## src/rtl/store_merge_unit.sv

```systemverilog
// Store merge unit: turns byte/half/word/double stores into lane-aligned bus
// writes, doing a read-modify-write when the store is narrower than the bus.
module store_merge_unit #(
  parameter int DATA_WIDTH = 32,
  parameter int ADDR_WIDTH = 32
) (
  input  logic                  clk,
  input  logic                  reset,
  input  logic                  req_valid,
  output logic                  req_ready,
  input  logic [1:0]            req_size,
  input  logic [ADDR_WIDTH-1:0] req_addr,
  input  logic [DATA_WIDTH-1:0] req_data,
  output logic [ADDR_WIDTH-1:0] mem_address,
  output logic                  mem_read,
  output logic                  mem_write,
  output logic [DATA_WIDTH-1:0] mem_writedata,
  input  logic [DATA_WIDTH-1:0] mem_readdata,
  input  logic                  mem_waitrequest,
  output logic                  done,
  output logic                  misaligned
);

  localparam int NBYTES = DATA_WIDTH / 8;
  localparam int OFF_W  = $clog2(NBYTES);

  typedef enum logic [1:0] {IDLE, RD, WR, RESP} state_t;

  state_t                state, next_state;
  logic [1:0]            size_q;
  logic [OFF_W-1:0]      off_q;
  logic [DATA_WIDTH-1:0] data_q;
  logic                  misaligned_q;
  logic                  accept;
  logic                  req_misaligned;
  logic                  req_full;
  logic [DATA_WIDTH-1:0] shifted_data;
  logic [DATA_WIDTH-1:0] merged_word;

  assign accept    = req_valid && (state == IDLE);
  assign req_ready = (state == IDLE);
  assign mem_read  = (state == RD);
  assign mem_write = (state == WR);
  assign done      = (state == RESP);
  assign misaligned = (state == RESP) && misaligned_q;

  // A double store can never be legal on a 32-bit bus.
  always_comb begin
    req_misaligned = 1'b0;
    case (req_size)
      2'd1:    req_misaligned = req_addr[0];
      2'd2:    req_misaligned = |req_addr[1:0];
      2'd3:    req_misaligned = (DATA_WIDTH == 32) || (|req_addr[2:0]);
      default: req_misaligned = 1'b0;
    endcase
  end

  assign req_full = ((DATA_WIDTH == 32) && (req_size == 2'd2)) ||
                    ((DATA_WIDTH == 64) && (req_size == 2'd3));

  // Lanes covered by the store take shifted store data, the rest keep read data.
  always_comb begin
    shifted_data = data_q << {off_q, 3'b000};
    merged_word  = mem_readdata;
    for (int k = 0; k < NBYTES; k++) begin
      if ((k >= int'(off_q)) && (k < int'(off_q) + int'(32'd1 << size_q)))
        merged_word[8*k +: 8] = shifted_data[8*k +: 8];
    end
  end

  always_comb begin
    next_state = state;
    case (state)
      IDLE: begin
        if (req_valid) begin
          if (req_misaligned)  next_state = RESP;
          else if (req_full)   next_state = WR;
          else                 next_state = RD;
        end
      end
      RD:      if (!mem_waitrequest) next_state = WR;
      WR:      if (!mem_waitrequest) next_state = RESP;
      RESP:    next_state = IDLE;
      default: next_state = IDLE;
    endcase
  end

  // Write data is loaded only at accept (full store) or at read completion,
  // so it stays frozen for the whole write phase.
  always_ff @(posedge clk) begin
    if (!reset) begin
      state         <= IDLE;
      size_q        <= '0;
      off_q         <= '0;
      data_q        <= '0;
      misaligned_q  <= 1'b0;
      mem_address   <= '0;
      mem_writedata <= '0;
    end else begin
      state <= next_state;
      if (accept) begin
        size_q       <= req_size;
        off_q        <= req_addr[OFF_W-1:0];
        data_q       <= req_data;
        misaligned_q <= req_misaligned;
        mem_address  <= {req_addr[ADDR_WIDTH-1:OFF_W], {OFF_W{1'b0}}};
        if (req_full)
          mem_writedata <= req_data;
      end
      if ((state == RD) && !mem_waitrequest)
        mem_writedata <= merged_word;
    end
  end

endmodule
```

## config.mk

```make
export PLATFORM = sky130hd
export DESIGN_NAME = store_merge_unit
export DESIGN_NICKNAME = d
export VERILOG_FILES = /design/src/rtl/store_merge_unit.sv
export SDC_FILE = /design/constraint.sdc
export NUM_CORES = 1
export LEC_CHECK = 0
export BUFFER_PORTS_ARGS = -buffer_cell sky130_fd_sc_hd__buf_4
export CORE_UTILIZATION = 55
export DETAILED_ROUTE_END_ITERATION = 7
export PLACE_DENSITY = 0.86
export SLEW_MARGIN = 20
export SYNTH_ARGS = -nofsm -noshare
export SYNTH_HDL_FRONTEND = slang
export SYNTH_SLANG_ARGS = --single-unit
```

## constraint.sdc

```tcl
create_clock -name clk -period 3.7 [get_ports clk]
set_clock_uncertainty 0.1 [all_clocks]
set_input_delay 0.37 -clock clk [delete_from_list [all_inputs] [get_ports clk]]
set_output_delay 0.37 -clock clk [all_outputs]
set_load 0.05 [all_outputs]
```

Yosys cells after proc, flatten, opt, wreduce, memory -nomap -nowiden
Cells that the tools add are included.
{"block": "classes", "eq_ne": 9, "n_mux": 14, "addsub": 1, "magnitude_cmp": 7, "n_shift": 2, "n_reduce_logical": 13}
{"op": "$mux W32", "count": 3}
{"op": "$lt A3 B32 Y1 const A", "count": 2}
{"op": "$add A3 B32 Y32", "count": 1}
{"op": "$lt A1 B32 Y1 const A", "count": 1}
{"op": "$lt A2 B32 Y1 const A", "count": 1}
{"op": "$mux W8", "count": 4}
{"op": "$shl A1 B2 Y32 const A", "count": 1}
{"op": "$shl A32 B5 Y32", "count": 1}
{"op": "$mux W2", "count": 5}
{"op": "$eq A2 B2 Y1 const B", "count": 4}
{"op": "$pmux W2 S4", "count": 1}
{"op": "$logic_and A1 B1 Y1", "count": 6}
{"op": "$ne A2 B2 Y1 const B", "count": 3}
{"op": "$eq A2 B1 Y1 const B", "count": 2}
{"op": "$ge A1 B2 Y1 const A", "count": 2}
{"op": "$reduce_bool A2 Y1", "count": 2}
{"op": "$pmux W1 S3", "count": 1}
{"op": "$reduce_and A3 Y1", "count": 1}
{"op": "$ge A2 B2 Y1 const A", "count": 1}
{"op": "$logic_not A2 Y1", "count": 1}
{"op": "$reduce_and A2 Y1", "count": 1}
{"op": "$reduce_or A2 Y1", "count": 1}
{"op": "$logic_not A1 Y1", "count": 1}
{"block": "word_totals", "inputBits": 102, "word_cells": 53, "register_bits": 101, "out_inout_bits": 69}

Depth between registers and ports, before layout
{"block": "logic_depth", "ltp_word": 6, "depth_mapped": 9, "mapped_depth_nobuf": 8}

Worst setup path before layout
OpenSTA, ideal clock, no wires.
{"block": "synth_timing", "path_type": "register -> register", "startpoint": "register off_q[1]", "endpoint": "register mem_writedata[10]", "n_path_buf": 2, "synth_period_minus_slack_ns": 2.447, "path_stages_with_launch": 9, "t_arrival_ns": 2.225, "slack_ns": 1.253, "setup_time_ns": 0.122, "required_time_ns": 3.478, "cell_sequence": "dfxtp_1 > buf_2 > clkbuf_1 > inv_1 > fa_1 > nor2b_1 > a21o_1 > o21ba_2 > a221o_1"}
{"block": "synth_between", "elab_chain_cells": 5, "word_cells_on_any_way": 7, "classes_between": "add/sub (1); order compare (2); shift (1); mux (2); reduce/logical (1)"}
{"item": "start, declared", "line": "31", "text": "logic [OFF_W-1:0] off_q;"}
{"item": "start signal, assigned", "line": "103", "text": "off_q <= req_addr[OFF_W-1:0];"}
{"item": "$add A3 B32 Y32", "line": "66", "text": "if ((k >= int'(off_q)) && (k < int'(off_q) + int'(32'd1 << size_q)))"}
{"item": "$lt A2 B32 Y1", "line": "66"}
{"item": "$logic_and A1 B1 Y1", "line": "66"}
{"item": "$mux W8 (*)", "line": "66"}
{"item": "$mux W32 (*)", "line": "110", "text": "if ((state == RD) && !mem_waitrequest)"}
{"item": "end signal, assigned", "line": "108", "text": "mem_writedata <= req_data;"}
{"item": "end signal, assigned", "line": "111", "text": "mem_writedata <= merged_word;"}
{"item": "end, declared", "line": "17", "text": "output logic [DATA_WIDTH-1:0] mem_writedata,"}
Every way passes the cells marked *; elsewhere a longest branch is shown, timed or not.
A chain may end at the register's enable or synchronous reset.

Worst setup path in the final report
{"block": "layout_timing", "startpoint": "register size_q[0]", "endpoint": "register mem_writedata[24]"}
{"block": "layout_between", "elab_chain_cells": 5}
{"item": "start, declared", "line": "30", "text": "logic [1:0] size_q;"}
{"item": "start signal, assigned", "line": "102", "text": "size_q <= req_size;"}
{"item": "$shl A1 B2 Y32", "line": "66"}
{"item": "$add A3 B32 Y32", "line": "66"}
{"item": "$lt A3 B32 Y1", "line": "66"}
{"item": "$mux W8", "line": "66"}
{"item": "$mux W32", "line": "110"}
Every way passes these cells.

==> results.py <==
metrics = {
    "outcome": {
        "status": "finished, violations left",
        "violations": "DRC",
    },
    "finish": {
        "syn_to_final_growth_pct": 28.1,
        "fill_cells": 700,
        "layout_common_cells": "205 x nand2_1, 176 x buf_4, 100 x dfxtp_1",
        "diodes": 0,
        "drive_above_1_share_pct": 28.6,
        "nNetsFinal": 862,
        "final_common_cell": "nand2_1",
    },
    "global_route": {
        "grt_use_total_pct": 29.8,
        "grt_pass1_vias": 4812,
        "antenna_found_initial": 0,
        "grt_max_degree": 89,
        "grt_overflow_total": 0,
        "grt_pass1_wl_um": 22800,
    },
    "cts": {
        "cts_resized": 0,
        "worstSkewPairLatency_ns": 0.37,
        "cts_hold_buffers": 0,
        "clock_sinks": 101,
        "cts-root-buf": "clkbuf_8",
        "clk_path_buf_depth": 2,
        "cts_max_level": 3,
        "cts_post_setup_buffers_inserted": 0,
        "cts_buffers": 9,
        "cts.clk_slew.worst_paths_ns": 0.10,
        "tritoncts": "done",
    },
    "die": {
        "die_w_um": 97.7,
        "num_rows": 34,
        "initial_core_util_pct": 57.2,
        "dieArea_sq_mm": 0.00954,
        "fp.dieH_um": 97.7,
        "pin_count": 171,
        "core-area_sq_mm": 0.00881,
    },
    "drt": {
        "via_per_inst": 5.73,
        "vias": 4963,
        "wire_per_inst_um": 16.4,
        "antenna_left": 0,
        "drt_iter0_markers": 368,
        "drc": 24,
        "firstDrtPassIters": 7,
        "drt-total-wl_um": 14200,
    },
    "sta": {
        "period_share_pct": 73.0,
        "fmax_mhz": 370,
        "setup_viol": 0,
        "relSlewSlack_pct": 48.8,
        "hold_viol": 0,
        "finalSetupTns_ns": 0,
        "rsz0062_at_grt": "no",
        "max_slew.worst_pin.slew_ns": 0.769,
        "drv_slew": 0,
        "fin_crit_ns": 2.70,
    },
    "worst_setup_path": {
        "r2r_end": "mem_writedata[24]",
        "cp-endpoint": "mem_writedata[24]",
        "reg2reg_slack_ns": 1.0,
        "r2r_start": "size_q[0]",
        "path_max_fanout": 8,
        "critPathKind": "reg -> reg",
        "worst_setup_path_end_kind": "register",
        "worstPathArrival_ns": 2.92,
        "startpoint": "size_q[0]",
        "startpoint_type": "register",
        "worstRegToRegCells": 6,
        "crit_required_ns": 3.92,
    },
    "power_and_ir_drop": {
        "p_per_area_mw_per_mm2": 659,
        "total_power_w": 0.00425,
        "power.leakage_nw": 2.75,
        "ir_drop_uv": 383,
    },
    "yosys": {
        "ys.flop_type": "dfxtp_1",
        "syn_area_per_cell_sq_um": 8.20,
        "synth_top_family_by_area": "compound AO/OA/AOI/OAI gates",
        "synth_xor_xnor_area_share_pct": 0,
        "postSynth.asyncResetShare_pct": 0,
        "synth_edf_count": 0,
        "synth.mux.area_fraction_pct": 4.95,
        "ys_types": 51,
        "synth_fa_ha_area_share_pct": 1.89,
        "ys_ff_latch": 101,
        "synthSimpleGateAreaFrac_pct": 23.1,
        "syn-cell-area_sq_mm": 0.00503,
        "seq_area_frac_synth_pct": 40.2,
        "synth_compound_area_share_pct": 23.5,
        "ys.warnings.count": 0,
        "synth_cells": 614,
    },
    "hold_path": {
        "hold_depth": 2,
        "holdCritPathClass": "in -> reg",
    },
    "job": {
        "drv_cap": 0,
    },
    "placement": {
        "place.detailed.hpwl_um": 10000,
        "io_buffers": 168,
        "gp_congestion": 0.881,
    },
}
synthesized netlist by cell type (3+ instances only):
cell / n / area (sq um)
nor2_1: 5 / 18.8
buf_2: 13 / 65.1
dfxtp_1: 101 / 2020
inv_1: 13 / 48.8
a221o_1: 15 / 150
nand3_1: 16 / 80.1
mux2i_1: 17 / 170
and3_1: 8 / 50.1
nor2b_1: 5 / 31.3
buf_6: 6 / 67.6
o21ai_0: 17 / 85.1
ha_1: 6 / 75.1
buf_1: 3 / 11.3
buf_4: 6 / 45.0
a21oi_1: 18 / 90.1
clkbuf_1: 21 / 78.8
a221oi_2: 7 / 105
nand2_1: 206 / 773
o311ai_0: 8 / 70.1
or3_1: 8 / 50.1
o22a_1: 8 / 70.1
a21boi_0: 68 / 510
mux2_2: 6 / 67.6
state kept, by name (all words and copies together) (netlist names):
signal	cells
data_q	32
mem_writedata	32
mem_address	30
off_q	2
size_q	2
state	2
misaligned_q	1
routing by layer:
metal	up-vias	GRT usage, %	part of all wire (%)
li1	2375	-	-
met5	-	0	0
met2	236	50.8	50
met3	37	6.55	8.4
met4	0	13.8	2.6
met1	2315	35.6	39
worst max-delay path, stage by stage, from the launching register on:
cell and delay (ns):
dfxtp_1 0.44, or2b_1 0.29, fa_1 0.47, nor4b_4 0.34, a21o_2 0.20, nor2b_1 0.55, a221o_1 0.26
area by class of cell:
class	count	area, sq um	share of cell area (%)
flip-flops and latches	101	2020	31.4
clock buffers	10	128	1.98
multi-input cells	452	2700	41.9
well taps	108	135	2.10
repair buffers	176	1320	20.5
inverters	13	48.8	0.757
clock inverters	6	87.6	1.36
power breakdown:
part / total [W] / internal, W / switching, W
clock network: 0.000767 / 0.000382 / 0.000385
registers: 0.00146 / 0.00131 / 0.000151
logic: 0.00202 / 0.000669 / 0.00135
cells by family after synthesis:
logic type | Yosys count
AOI/OAI and AO/OA | 153
DFF | 101
muxes | 24
and+or+nand+nor | 266
buffers and inverters | 62
adders and majority gates | 7
other | 1
how the worst min path moves through the flow:
| stage | startpoint | endpoint | slack, ns |
|---|---|---|---|
| 4_1_cts | mem_readdata[13] | mem_writedata[13] | 0.11 |
| 6_report | mem_readdata[12] | mem_writedata[12] | 0.12 |
| 3_3_place_gp | mem_address[22] | mem_address[22] | 0.35 |
| 2_1_floorplan | data_q[31] | data_q[31] | 0.34 |
| 3_5_place_dp | data_q[28] | data_q[28] | 0.36 |
| 5_1_grt | mem_readdata[12] | mem_writedata[12] | 0.10 |
through the flow:
stage	utilization, %	hold slack (ns)	instance area, sq um	setup WS [ns]	std cells
2_1_floorplan	-	0.339	5040	1.25	615
3_3_place_gp	70.8	0.351	6230	1.22	850
3_5_place_dp	70.8	0.358	6230	1.11	850
4_1_cts	73.2	0.111	6450	1.06	866
5_1_grt	73.2	0.101	6450	0.866	866
6_report	73.2	0.117	6450	0.998	866
Note: power is estimated with default switching activity, not from simulation.
